## config.mk

```make
export PLATFORM = sky130hd
export DESIGN_NAME = dram_pattern_tester
export DESIGN_NICKNAME = d
export VERILOG_FILES = /design/src/rtl/dram_pattern_tester.sv
export SDC_FILE = /design/constraint.sdc
export NUM_CORES = 1
export LEC_CHECK = 0
export ABC_AREA = 1
export CAP_MARGIN = 10
export CORE_MARGIN = 2
export CORE_UTILIZATION = 48
export DETAILED_ROUTE_END_ITERATION = 7
export PLACE_DENSITY = 0.77
export SLEW_MARGIN = 20
export SYNTH_ARGS = -nofsm -noshare
export SYNTH_HDL_FRONTEND = slang
export SYNTH_SLANG_ARGS = --single-unit
export TNS_END_PERCENT = 1
```

## constraint.sdc

```tcl
create_clock -name clk -period 1.7 [get_ports clk]
set_clock_uncertainty 0.2 [all_clocks]
set_input_delay 0.34 -clock clk [delete_from_list [all_inputs] [get_ports clk]]
set_output_delay 0.34 -clock clk [all_outputs]
set_load 0.01 [all_outputs]
```

## src/rtl/dram_pattern_tester.sv

```systemverilog
// Self-running write-pass / read-compare-pass memory tester for a dram_control-style controller.
// Define MEM_TESTER_ERR_CAPTURE_EN to build the first-mismatch capture registers (err_*).
module dram_pattern_tester #(
    parameter int unsigned DATA_SIZE     = 16,
    parameter int unsigned ADDR_SIZE     = 20,
    parameter int unsigned LFSR_LENGTH   = 17,
    parameter int unsigned LFSR_FEEDBACK = 14,
    parameter int unsigned CNT_SIZE      = 16
) (
    input  logic                 clk,
    input  logic                 rst_n,
    input  logic                 run,
    input  logic [1:0]           mode,
    output logic                 ram_start,
    output logic                 ram_rnw,
    input  logic                 ram_stop,
    input  logic                 ram_ready,
    input  logic [DATA_SIZE-1:0] ram_rdat,
    output logic [DATA_SIZE-1:0] ram_wdat,
    output logic [CNT_SIZE-1:0]  pass_counter,
    output logic [CNT_SIZE-1:0]  fail_counter,
    output logic [1:0]           cur_pattern,
    output logic                 busy,
    output logic                 err_valid,
    output logic [ADDR_SIZE-1:0] err_addr,
    output logic [DATA_SIZE-1:0] err_exp,
    output logic [DATA_SIZE-1:0] err_got
);

    localparam logic [3:0] S_IDLE      = 4'd0;
    localparam logic [3:0] S_INIT      = 4'd1;
    localparam logic [3:0] S_INIT_WAIT = 4'd2;
    localparam logic [3:0] S_INIT_RUN  = 4'd3;
    localparam logic [3:0] S_W_SETUP   = 4'd4;
    localparam logic [3:0] S_W_START   = 4'd5;
    localparam logic [3:0] S_W_WAIT    = 4'd6;
    localparam logic [3:0] S_WRITE     = 4'd7;
    localparam logic [3:0] S_R_SETUP   = 4'd8;
    localparam logic [3:0] S_R_START   = 4'd9;
    localparam logic [3:0] S_R_WAIT    = 4'd10;
    localparam logic [3:0] S_READ      = 4'd11;
    localparam logic [3:0] S_FLUSH     = 4'd12;
    localparam logic [3:0] S_PASS_END  = 4'd13;

    localparam logic [LFSR_LENGTH-1:0] LFSR_SEED = {{(LFSR_LENGTH-1){1'b1}}, 1'b0};

    logic [3:0]             state_q, state_d;
    logic [ADDR_SIZE-1:0]   idx_q, idx_d;
    logic [LFSR_LENGTH-1:0] lfsr_q, lfsr_d, lfsr_save_q, lfsr_save_d;
    logic [1:0]             pat_q, pat_d, cyc_q, cyc_d;
    logic                   was_err_q, was_err_d, mm_q, mm_d;
    logic                   start_q, start_d, rnw_q, rnw_d, busy_q, busy_d;
    logic [DATA_SIZE-1:0]   wdat_q, wdat_d, exp_c;
    logic [CNT_SIZE-1:0]    pass_q, pass_d, fail_q, fail_d;
    logic                   xfer_c;

    function automatic logic [DATA_SIZE-1:0] pattern_f(input logic [1:0] pat,
                                                       input logic [ADDR_SIZE-1:0] idx,
                                                       input logic [LFSR_LENGTH-1:0] lfsr);
        logic [DATA_SIZE-1:0] res;
        res = DATA_SIZE'(idx);
        case (pat)
            2'd0:    res = DATA_SIZE'(lfsr);
            2'd1:    res = DATA_SIZE'(idx);
            default: res = ~res;
        endcase
        return res;
    endfunction

    assign exp_c  = pattern_f(pat_q, idx_q, lfsr_q);
    assign xfer_c = ram_ready && ((state_q == S_WRITE) || (state_q == S_READ));

    // Next-state and datapath update
    always_comb begin
        state_d     = state_q;
        idx_d       = idx_q;
        lfsr_d      = lfsr_q;
        lfsr_save_d = lfsr_save_q;
        pat_d       = pat_q;
        cyc_d       = cyc_q;
        was_err_d   = was_err_q;
        pass_d      = pass_q;
        fail_d      = fail_q;
        rnw_d       = rnw_q;
        wdat_d      = wdat_q;
        mm_d        = (state_q == S_READ) && ram_ready && (ram_rdat != exp_c);
        if (mm_q) was_err_d = 1'b1;
        if (xfer_c) begin
            idx_d  = idx_q + ADDR_SIZE'(1);
            lfsr_d = {lfsr_q[LFSR_LENGTH-2:0], lfsr_q[LFSR_LENGTH-1] ^ lfsr_q[LFSR_FEEDBACK]};
        end
        case (state_q)
            S_IDLE:      if (run) state_d = S_INIT;
            S_INIT:      state_d = S_INIT_WAIT;
            S_INIT_WAIT: if (!ram_stop) state_d = S_INIT_RUN;
            S_INIT_RUN:  if (ram_stop) state_d = S_W_SETUP;
            S_W_SETUP: begin
                state_d     = S_W_START;
                idx_d       = '0;
                pat_d       = (mode == 2'd3) ? cyc_q : mode;
                lfsr_save_d = lfsr_q;
            end
            S_W_START:   state_d = S_W_WAIT;
            S_W_WAIT:    if (!ram_stop) state_d = S_WRITE;
            S_WRITE:     if (ram_stop) state_d = S_R_SETUP;
            S_R_SETUP: begin
                state_d = S_R_START;
                idx_d   = '0;
                lfsr_d  = lfsr_save_q;
            end
            S_R_START:   state_d = S_R_WAIT;
            S_R_WAIT:    if (!ram_stop) state_d = S_READ;
            S_READ:      if (ram_stop) state_d = S_FLUSH;
            S_FLUSH:     state_d = S_PASS_END;
            S_PASS_END: begin
                if (was_err_q || mm_q) begin
                    if (!(&fail_q)) fail_d = fail_q + CNT_SIZE'(1);
                end else if (!(&pass_q)) begin
                    pass_d = pass_q + CNT_SIZE'(1);
                end
                was_err_d = 1'b0;
                if (mode == 2'd3) cyc_d = (cyc_q == 2'd2) ? 2'd0 : cyc_q + 2'd1;
                state_d = run ? S_W_SETUP : S_IDLE;
            end
            default:     state_d = S_IDLE;
        endcase
        // Registered controller-facing outputs follow the upcoming state
        start_d = (state_d == S_INIT) || (state_d == S_W_START) || (state_d == S_R_START);
        busy_d  = (state_d != S_IDLE);
        if (state_d == S_W_SETUP) rnw_d = 1'b0;
        if (state_d == S_R_SETUP) rnw_d = 1'b1;
        if ((state_d == S_W_START) || (state_d == S_W_WAIT) || (state_d == S_WRITE))
            wdat_d = pattern_f(pat_d, idx_d, lfsr_d);
    end

    always_ff @(posedge clk or negedge rst_n) begin
        if (!rst_n) begin
            state_q     <= S_IDLE;
            idx_q       <= '0;
            lfsr_q      <= LFSR_SEED;
            lfsr_save_q <= LFSR_SEED;
            pat_q       <= 2'd0;
            cyc_q       <= 2'd0;
            was_err_q   <= 1'b0;
            mm_q        <= 1'b0;
            start_q     <= 1'b0;
            rnw_q       <= 1'b1;
            busy_q      <= 1'b0;
            wdat_q      <= '0;
            pass_q      <= '0;
            fail_q      <= '0;
        end else begin
            state_q     <= state_d;
            idx_q       <= idx_d;
            lfsr_q      <= lfsr_d;
            lfsr_save_q <= lfsr_save_d;
            pat_q       <= pat_d;
            cyc_q       <= cyc_d;
            was_err_q   <= was_err_d;
            mm_q        <= mm_d;
            start_q     <= start_d;
            rnw_q       <= rnw_d;
            busy_q      <= busy_d;
            wdat_q      <= wdat_d;
            pass_q      <= pass_d;
            fail_q      <= fail_d;
        end
    end

    assign ram_start    = start_q;
    assign ram_rnw      = rnw_q;
    assign ram_wdat     = wdat_q;
    assign pass_counter = pass_q;
    assign fail_counter = fail_q;
    assign cur_pattern  = pat_q;
    assign busy         = busy_q;

`ifdef MEM_TESTER_ERR_CAPTURE_EN
    logic [ADDR_SIZE-1:0] mm_addr_q, err_addr_q;
    logic [DATA_SIZE-1:0] mm_exp_q, mm_got_q, err_exp_q, err_got_q;
    logic                 err_valid_q;

    // Compare operands ride along with mm_q; the first registered mismatch freezes them
    always_ff @(posedge clk or negedge rst_n) begin
        if (!rst_n) begin
            mm_addr_q   <= '0;
            mm_exp_q    <= '0;
            mm_got_q    <= '0;
            err_valid_q <= 1'b0;
            err_addr_q  <= '0;
            err_exp_q   <= '0;
            err_got_q   <= '0;
        end else begin
            if ((state_q == S_READ) && ram_ready) begin
                mm_addr_q <= idx_q;
                mm_exp_q  <= exp_c;
                mm_got_q  <= ram_rdat;
            end
            if (mm_q && !err_valid_q) begin
                err_valid_q <= 1'b1;
                err_addr_q  <= mm_addr_q;
                err_exp_q   <= mm_exp_q;
                err_got_q   <= mm_got_q;
            end
        end
    end

    assign err_valid = err_valid_q;
    assign err_addr  = err_addr_q;
    assign err_exp   = err_exp_q;
    assign err_got   = err_got_q;
`else
    assign err_valid = 1'b0;
    assign err_addr  = '0;
    assign err_exp   = '0;
    assign err_got   = '0;
`endif

endmodule
```

== Yosys cells after proc, flatten, opt, wreduce, memory -nomap -nowiden ==
Index checks and enable logic that the tools add are counted.

* Flip-flop bits (word level): 115
* Output and inout bits: 106
* Logic and storage cells: 96

* Add/sub/neg operators: 4
* Equality and inequality tests: 25
* Multiplexer cells: 22
* Bitwise operators: 6
* Reductions and logical operators: 23

{| class="wikitable"
|+ Operators by type and width
! operator !! number
|-
| 16-bit one-hot mux with 2 select lines || 2
|-
| 4-bit one-hot mux with 14 select lines || 1
|-
| 20-bit two-way mux || 2
|-
| 17-bit two-way mux || 2
|-
| 16-bit by 1-bit adder with 16-bit output, second input constant || 2
|-
| 4-bit by 3-bit equality test with 1-bit output, second input constant || 8
|-
| 4-bit equality test, second input constant || 8
|-
| 16-bit inverter || 2
|-
| 16-bit AND reduction || 2
|-
| 4-bit two-way mux || 7
|-
| 20-bit by 1-bit adder with 20-bit output, second input constant || 1
|-
| 16-bit inequality test || 1
|-
| 4-bit by 1-bit equality test with 1-bit output, second input constant || 2
|-
| 4-bit by 2-bit equality test with 1-bit output, second input constant || 2
|-
| 2-bit nonzero test || 4
|-
| 1-bit logical OR || 6
|-
| 2-bit two-way mux || 3
|-
| 3-bit AND reduction || 2
|-
| 2-bit by 1-bit equality test with 1-bit output, second input constant || 2
|-
| 2-bit equality test, second input constant || 2
|-
| 2-bit zero test || 2
|-
| 4-bit zero test || 1
|-
| 1-bit two-way mux || 4
|-
| 4-bit nonzero test || 1
|-
| 7 further kinds || 11
|}

== Longest topological paths before layout ==
Gate-level depths: netlist of the first run.

* Depth in word-level cells: 7
* Mapped depth: 12
* Mapped depth without buffers: 12

== Least setup slack after synthesis of the first run ==
Ideal clock, no wire load.

* Path kind: register to register
* Start point: reg fail_q[0], in the netlist fail_counter[0]
* End point: reg fail_q[2], in the netlist fail_counter[2]
* Arrival time: 1.647 ns
* Required time: 1.371 ns
* Path slack: -0.276 ns
* Cell stages (with the launch flop): 9
* Path through: dfrtp_1 > ha_1 > nand3_1 > nor3_1 > nand3_1 > nand2_1 > buf_2 > nor2_1 > xor2_1

* Word-level cells in the longest chain between the ends: 3
* Elaborated cells on any way between the ends: 4
* Classes of those cells: 1 x add/sub; 1 x bitwise; 2 x reduce/logical

{| class="wikitable"
|+ Ends and longest elaborated chain
! element !! RTL line !! source
|-
| start, declared || 54 || <nowiki>logic [CNT_SIZE-1:0] pass_q, pass_d, fail_q, fail_d;</nowiki>
|-
| start signal, assigned || 166 || <nowiki>fail_q <= fail_d;</nowiki>
|-
| parallel branches: the longest is 3 deep, another holds 16-bit by 1-bit adder with 16-bit output || - ||
|}

Several ways; the timed one is not identified.
A chain may end at the register's enable or synchronous reset.

== Worst setup path in the final report of the first run ==
* Start point: reg idx_q[1]
* End point: reg wdat_q[13], in the netlist ram_wdat[13]

* Word-level cells in the longest chain between the ends: 5

{| class="wikitable"
|+ Ends and longest elaborated chain
! element !! RTL line !! source
|-
| start, declared || 48 || <nowiki>logic [ADDR_SIZE-1:0] idx_q, idx_d;</nowiki>
|-
| start signal, assigned || 154 || <nowiki>idx_q <= idx_d;</nowiki>
|-
| 20-bit by 1-bit adder with 20-bit output * || 89 || <nowiki>idx_d = idx_q + ADDR_SIZE'(1);</nowiki>
|-
| 20-bit two-way mux * || 88 || <nowiki>if (xfer_c) begin</nowiki>
|-
| 20-bit two-way mux * || 92 || <nowiki>case (state_q)</nowiki>
|-
| 16-bit inverter || 65 || <nowiki>default: res = ~res;</nowiki>
|-
| 16-bit one-hot mux with 2 select lines * || 62 || <nowiki>case (pat)</nowiki>
|-
| end signal, assigned || 164 || <nowiki>wdat_q <= wdat_d;</nowiki>
|-
| end, declared || 53 || <nowiki>logic [DATA_SIZE-1:0] wdat_q, wdat_d, exp_c;</nowiki>
|}

Every way passes the cells marked *; elsewhere a longest branch is shown, timed or not. The select of a mux whose other input is x is not followed.

==> run metrics, run 1 <==
Core Region=0.01437 sq mm; most common cell after layout, fill and taps aside=nand2_1; Nets=1186; synthesized flop and latch total=about 110; routed wl met3=931 microns; maximum root-to-sink buffer count=2; io pins=about 130; Top FF cell, synth=dfrtp_1; Met2 Wirelength=roughly 9700 microns; post-synth top area share=0.2790; count of cell types in the netlist=37; clk sink count=roughly 110; final hold violations=0; fraction of registers with async set/reset=1.000; Die Span Y=124.7 microns; initial core utilization=0.4869; Max Slew Vio Count=0; area leader, netlist=dfrtp_1; first-pass GRT wire length=~30000 microns; Crit. Startpoint=idx_q[1]$_DFF_PN0_; kind of critical path=flop to flop; clock root cell=clkbuf_16; final worst path period need=1925 ps; wirelength, routed=a little under 20000 microns; Final period util=1.132; reg2reg start=idx_q[1]$_DFF_PN0_; M1 WL=slightly above 8000 microns; failing checks=negative setup slack; gr ovfl total=0; CP Buf/Inv Count=2; Area after DPL=just under 0.009 sq mm; number of remaining DRC errors=0; reg-to-reg slack, setup=-230 ps; CP Capture Type=flop; H-tree depth=3; most frequent cells in the layout=264 x nand2_1, 118 x buf_4, 108 x inv_1; Static Leakage=around 4.8 nW; Reg2Reg Depth=12; post-route design area=0.009489 sq mm; Largest delay share family, worst path=simple AND/OR/NAND/NOR gates; Cell Rows=44; Critical Path Max Stage Delay=roughly 420 ps; clk slew on worst S/H paths=about 80 ps; PwrDens=between 1000 and 1500 mW/mm^2; number of antenna repair diodes=0; DR vias/cell=roughly 5; synth top area cells=dfrtp_1 28%, nand2_1 15%, dfstp_2 12%; die area=0.01556 sq mm; CP max FO=5; CP cell instances=buf_6, nand2_1, nor2_2, nand2_2, nor2_4, nand2_2, nand2_2, nand3_2, nand2_1, nand3_1, nand2_1, inv_1; HPWL Detailed=around 14000 microns; Worst Path Arrival=just under 2000 ps; setup slack after layout=-225.2 ps; CTS Buf Count=9; top sig layer=met4; Worst EP required=1750 ps; CTS tree=done; Tot Pwr=between 10 and 15 mW; Post-Synthesis Cell Area=between 0.006 and 0.007 sq mm; EDFF count, synth=0; Mapped Cells=952; routability cong.=approximately 0.93; DR vias=approximately 6.9k; fill cell count=roughly 1.2k; GRT Resource Usage Total=0.2408; die width=124.7 microns; clock latency on the worst-skew pair=~360 ps; post-route ant nets=0; DR pass1 iterations=5; Avg Inst Size Synth=approximately 7.3 sq um; Reg-to-Reg End=ram_wdat[13]$_DFFE_PN0P_; quantity of I/O buffers inserted on ports=between 70 and 80; Max VDD drop=roughly 820 uV; routed len/inst=roughly 14 microns; layout cells sized above 1=0.2687; max_cap viols=0; P&R area growth vs syn=35.62%; # setup viols final=54; number of global-route vias before repair=between 6k and 7k; initial antenna violation count=0; Hold Crit Class=input pin to async pin; Yosys Warn Count=0; pin count of the biggest net entering global routing=47; Iteration-0 DRC Markers=approximately 450; crit start category=flop; unrepaired setup endpoints after global routing=yes; fmax=approximately 0.52 GHz; outcome=complete, but fails checks; sequential share of the synthesized area=0.4029; Slowest-stage cell, CP=dfrtp_2
==> registers in the layout (all words and copies together) (netlist names) <==
register      count
pass_counter     16
cyc_q             2
was_err_q         1
idx_q            16
cur_pattern       2
busy              1
lfsr_save_q      17
state_q           4
lfsr_q           17
ram_wdat         16
fail_counter     16
ram_rnw           1
ram_start         1
mm_q              1
==> repair_timing <==
item                                    CTS  global route
gates resized for setup                 135            56
endpoints found under the setup margin  123            80
setup buffers                             5             7
gates cloned                              1             2
endpoints found under the hold margin    78             0
pin swaps                                10            17
hold buffers                              1             0
==> worst register-to-register path, cell delays in order, from the launching register on <==
cell and delay (ps):
dfrtp_2 420, buf_6 120, nand2_1 50, nor2_2 140, nand2_2 130, nor2_4 240, nand2_2 80, nand2_2 100
nand3_2 70, nand2_1 60, nand3_1 70, nand2_1 80, inv_1 50
==> metrics by stage <==
stage / hold slack (ps) / util / cells / worst slack, ps / setup TNS (ps)
floorplan: -155.6 / - / 1004 / -134.6 / -3379
global placement: 4.114 / 0.6075 / 1317 / -498.0 / -17270
detailed placement: 5.956 / 0.6075 / 1317 / -524.1 / -19380
CTS: 167.9 / 0.6445 / 1340 / -202.9 / -4346
global route: 199.7 / 0.6604 / 1349 / -348.7 / -12870
finish: 194.8 / 0.6604 / 1349 / -225.2 / -5834
==> area by class of cell <==
class	instances	area [sq um]	share of cell area
well taps	184	230.2	0.02426
clock inverters	3	42.54	0.004483
multi-input cells	704	3749	0.3950
flip-flops and latches	111	2828	0.2980
clock buffers	13	260.3	0.02743
repair buffers	218	1919	0.2023
inverters	116	460.4	0.04852
==> routing by layer <==
layer	vias up	track usage
met2	226	0.4176
met1	3240	0.2968
met3	48	0.05112
li1	3350	-
met5	-	0
met4	0	0.08460
==> logic make-up (layout without fill, tap and decap cells) <==
group	Yosys count	count (layout)	share of synthesized area
flip-flops	111	111	0.4029
adder cells (fa/ha/maj)	3	3	0.005365
XOR/XNOR	27	27	0.03380
other	1	53	0.0005360
AO/OA/AOI/OAI	76	76	0.06348
AND/OR/NAND/NOR	542	545	0.3530
buffers and inverters	192	350	0.1409
==> synth_stat cells, types with 4 or more instances <==
| library cell | instances |
|---|---|
| nand2_1 | 282 |
| inv_1 | 109 |
| nand3_1 | 100 |
| dfrtp_1 | 78 |
| nor2_1 | 74 |
| buf_4 | 55 |
| dfstp_2 | 33 |
| nand4_1 | 33 |
| o21ai_0 | 28 |
| xor2_1 | 25 |
| nor3_1 | 16 |
| o21ai_1 | 14 |
| o211ai_1 | 11 |
| a21oi_1 | 9 |
| buf_2 | 9 |
| or2_2 | 9 |
| o21a_1 | 8 |
| nand2_2 | 7 |
| buf_6 | 6 |
| clkbuf_1 | 6 |
| inv_2 | 6 |
| nor2_4 | 4 |
==> worst max path at each step <==
stage,end,cells after the start
finish,ram_wdat[13]$_DFFE_PN0P_,12
detailed placement,ram_wdat[9]$_DFFE_PN0P_,12
global placement,ram_wdat[9]$_DFFE_PN0P_,12
floorplan,fail_counter[12]$_DFFE_PN0P_,9
global route,ram_wdat[13]$_DFFE_PN0P_,12
CTS,ram_wdat[10]$_DFFE_PN0P_,12
==> report_power, final <==
part | internal (mW) | switching (mW)
clock network | 1.22 | 0.991
registers | 3.71 | 0.623
logic | 3.13 | 3.98
No activity file was read; power rests on OpenSTA's default activity.
==> run 2, diff against run 1 <==
--- a/config.mk
+++ b/config.mk
@@ -10,7 +10,8 @@
 export CORE_MARGIN = 2
 export CORE_UTILIZATION = 48
 export DETAILED_ROUTE_END_ITERATION = 7
-export PLACE_DENSITY = 0.77
+export HOLD_SLACK_MARGIN = 0.15
+export PLACE_DENSITY = 0.88
 export SLEW_MARGIN = 20
 export SYNTH_ARGS = -nofsm -noshare
 export SYNTH_HDL_FRONTEND = slang
==> run metrics, run 2 (synthesized netlist as in run 1, its figures left out) <==
CTS Buf Count=9; Max Slew Vio Count=0; number of antenna repair diodes=0; Setup TNS=-9591 ps; number of global-route vias before repair=slightly above 7k; most common cell after layout, fill and taps aside=nand2_1; routed len/inst=between 15 and 20 microns; DR vias=around 7.4k; first-pass GRT wire length=~34000 microns; Iteration-0 DRC Markers=1036; Hold Crit Class=input pin to async pin; CTS tree=done; DR vias/cell=5.389; HPWL Detailed=between 10000 and 15000 microns; wirelength, routed=21810 microns; final hold violations=0; DR pass1 iterations=7; CP Capture Type=flop; biggest regs=lfsr_q (17), lfsr_save_q (17); Final period util=1.212; unrepaired setup endpoints after global routing=yes; final worst path period need=~2000 ps; Core Region=between 0.01 and 0.015 sq mm; switching part of the total=0.4239; pin count of the biggest net entering global routing=30; clock root cell=clkbuf_16; fmax=~0.49 GHz; Logic pwr share=0.550; io pins=between 100 and 150; number of remaining DRC errors=0; initial core utilization=0.4869; Nets=1208; max_cap viols=0; die width=around 120 microns; Static Leakage=4.929 nW; # setup viols final=71; reg-to-reg slack, setup=-360 ps; gr ovfl total=0; Int Pwr=about 8.3 mW; Worst Path Arrival=2110 ps; Max VDD drop=~1100 uV; setup slack after layout=-361.1 ps; clk slew on worst S/H paths=about 80 ps; quantity of I/O buffers inserted on ports=75; maximum root-to-sink buffer count=2; P&R area growth vs syn=39.15%; crit start category=flop; initial antenna violation count=0; post-route design area=a little under 0.01 sq mm; Clk network pwr share=0.149; PwrDens=1484 mW/mm^2; routability cong.=roughly 1; CP max FO=7; outcome=complete, but fails checks; failing checks=negative setup slack; clock latency on the worst-skew pair=around 360 ps; Reg power frac=0.300; die area=between 0.015 and 0.02 sq mm; Worst EP required=about 1800 ps; post-route ant nets=0; Die Span Y=roughly 120 microns; clk sink count=111; kind of critical path=flop to flop; P_sw=6.125 mW; GRT Resource Usage Total=0.2649; H-tree depth=3; Area after DPL=0.008723 sq mm; most frequent cells in the layout=254 x nand2_1, 136 x buf_4, 106 x inv_1; layout cells sized above 1=0.2957; Cell Rows=44
-- run 2: cell types whose count changed in the layout (fill, tap and decap cells not counted), moves of 3 or more --
cell	delta
nand3_2	+4
buf_6	+3
nand3_1	-4
nand2_1	-10
nand2_2	+8
clkdlybuf4s15_1	-4
buf_4	+18
-- run 2: worst paths after layout --
check,from,endpoint,cells after the start
setup / recovery,cur_pattern[1]$_DFF_PN0_,mm_q$_DFF_PN0_,12
hold / removal,rst_n,ram_wdat[10]$_DFFE_PN0P_,2
min in group clk,lfsr_save_q[16]$_DFFE_PN1P_,lfsr_save_q[16]$_DFFE_PN1P_,2
max in group asynchronous,rst_n,ram_rnw$_DFFE_PN1P_,3
setup reg to reg,cur_pattern[1]$_DFF_PN0_,mm_q$_DFF_PN0_,12
hold reg to reg,lfsr_save_q[16]$_DFFE_PN1P_,lfsr_save_q[16]$_DFFE_PN1P_,2
-- run 2: power by group through the flow --
| stage | logic (mW) | registers (mW) | clock network, mW |
|---|---|---|---|
| after global placement | 6.37 | 4.32 | 0 |
| after floorplan | 3.67 | 4.33 | 0 |
| after CTS | 7.34 | 4.30 | 2.20 |
| after detailed placement | 6.56 | 4.33 | 0 |
| after global routing | 8.55 | 4.43 | 2.30 |
| final | 7.96 | 4.34 | 2.16 |
-- run 2: through the flow --
step	hold slack [ps]	total power, mW	utilization	std cells	worst slack (ps)
floorplan	-155.6	7.999	-	1004	-134.6
global placement	90.03	10.69	0.6071	1318	-471.6
detailed placement	92.04	10.89	0.6071	1318	-536.5
CTS	251.3	13.84	0.6600	1359	-211.3
global route	270.1	15.28	0.6776	1371	-414.0
finish	240.9	14.45	0.6776	1371	-361.1
-- run 2: metal layers --
| layer | up-vias | routed length (microns) | GRT usage |
|---|---|---|---|
| li1 | 3397 | - | - |
| met1 | 3450 | 8451 | 0.3252 |
| met2 | 422 | 10530 | 0.4452 |
| met3 | 119 | 1762 | 0.04682 |
| met4 | 0 | 1068 | 0.1395 |
| met5 | - | 0 | 0 |
-- run 2: what timing repair did --
action                                  4_1_cts  5_1_grt
setup buffers                                21       13
pin swaps                                    29       31
endpoints found under the setup margin      124       82
gates resized for setup                     152       65
hold buffers                                  1        0
gates cloned                                  4        1
endpoints found under the hold margin        87        0
-- run 2: area by class of cell --
class / instances / area, sq um
clock buffers: 10 / 250.2
clock inverters: 6 / 50.05
fillers: 1061 / 4633
inverters: 116 / 455.4
multi-input cells: 704 / 3807
flip-flops and latches: 111 / 2825
well taps: 184 / 230.2
repair buffers: 240 / 2117
-- run 2: critical path, stage by stage (launching register included) --
cell	delay (ps)
dfrtp_2	440
buf_4	170
nor2_4	120
buf_6	160
nand2_2	120
nand3_2	100
nand2_1	50
nand2_1	70
nand3_1	80
nor2_2	130
nand2_1	80
nor2_2	170
nor2_1	60
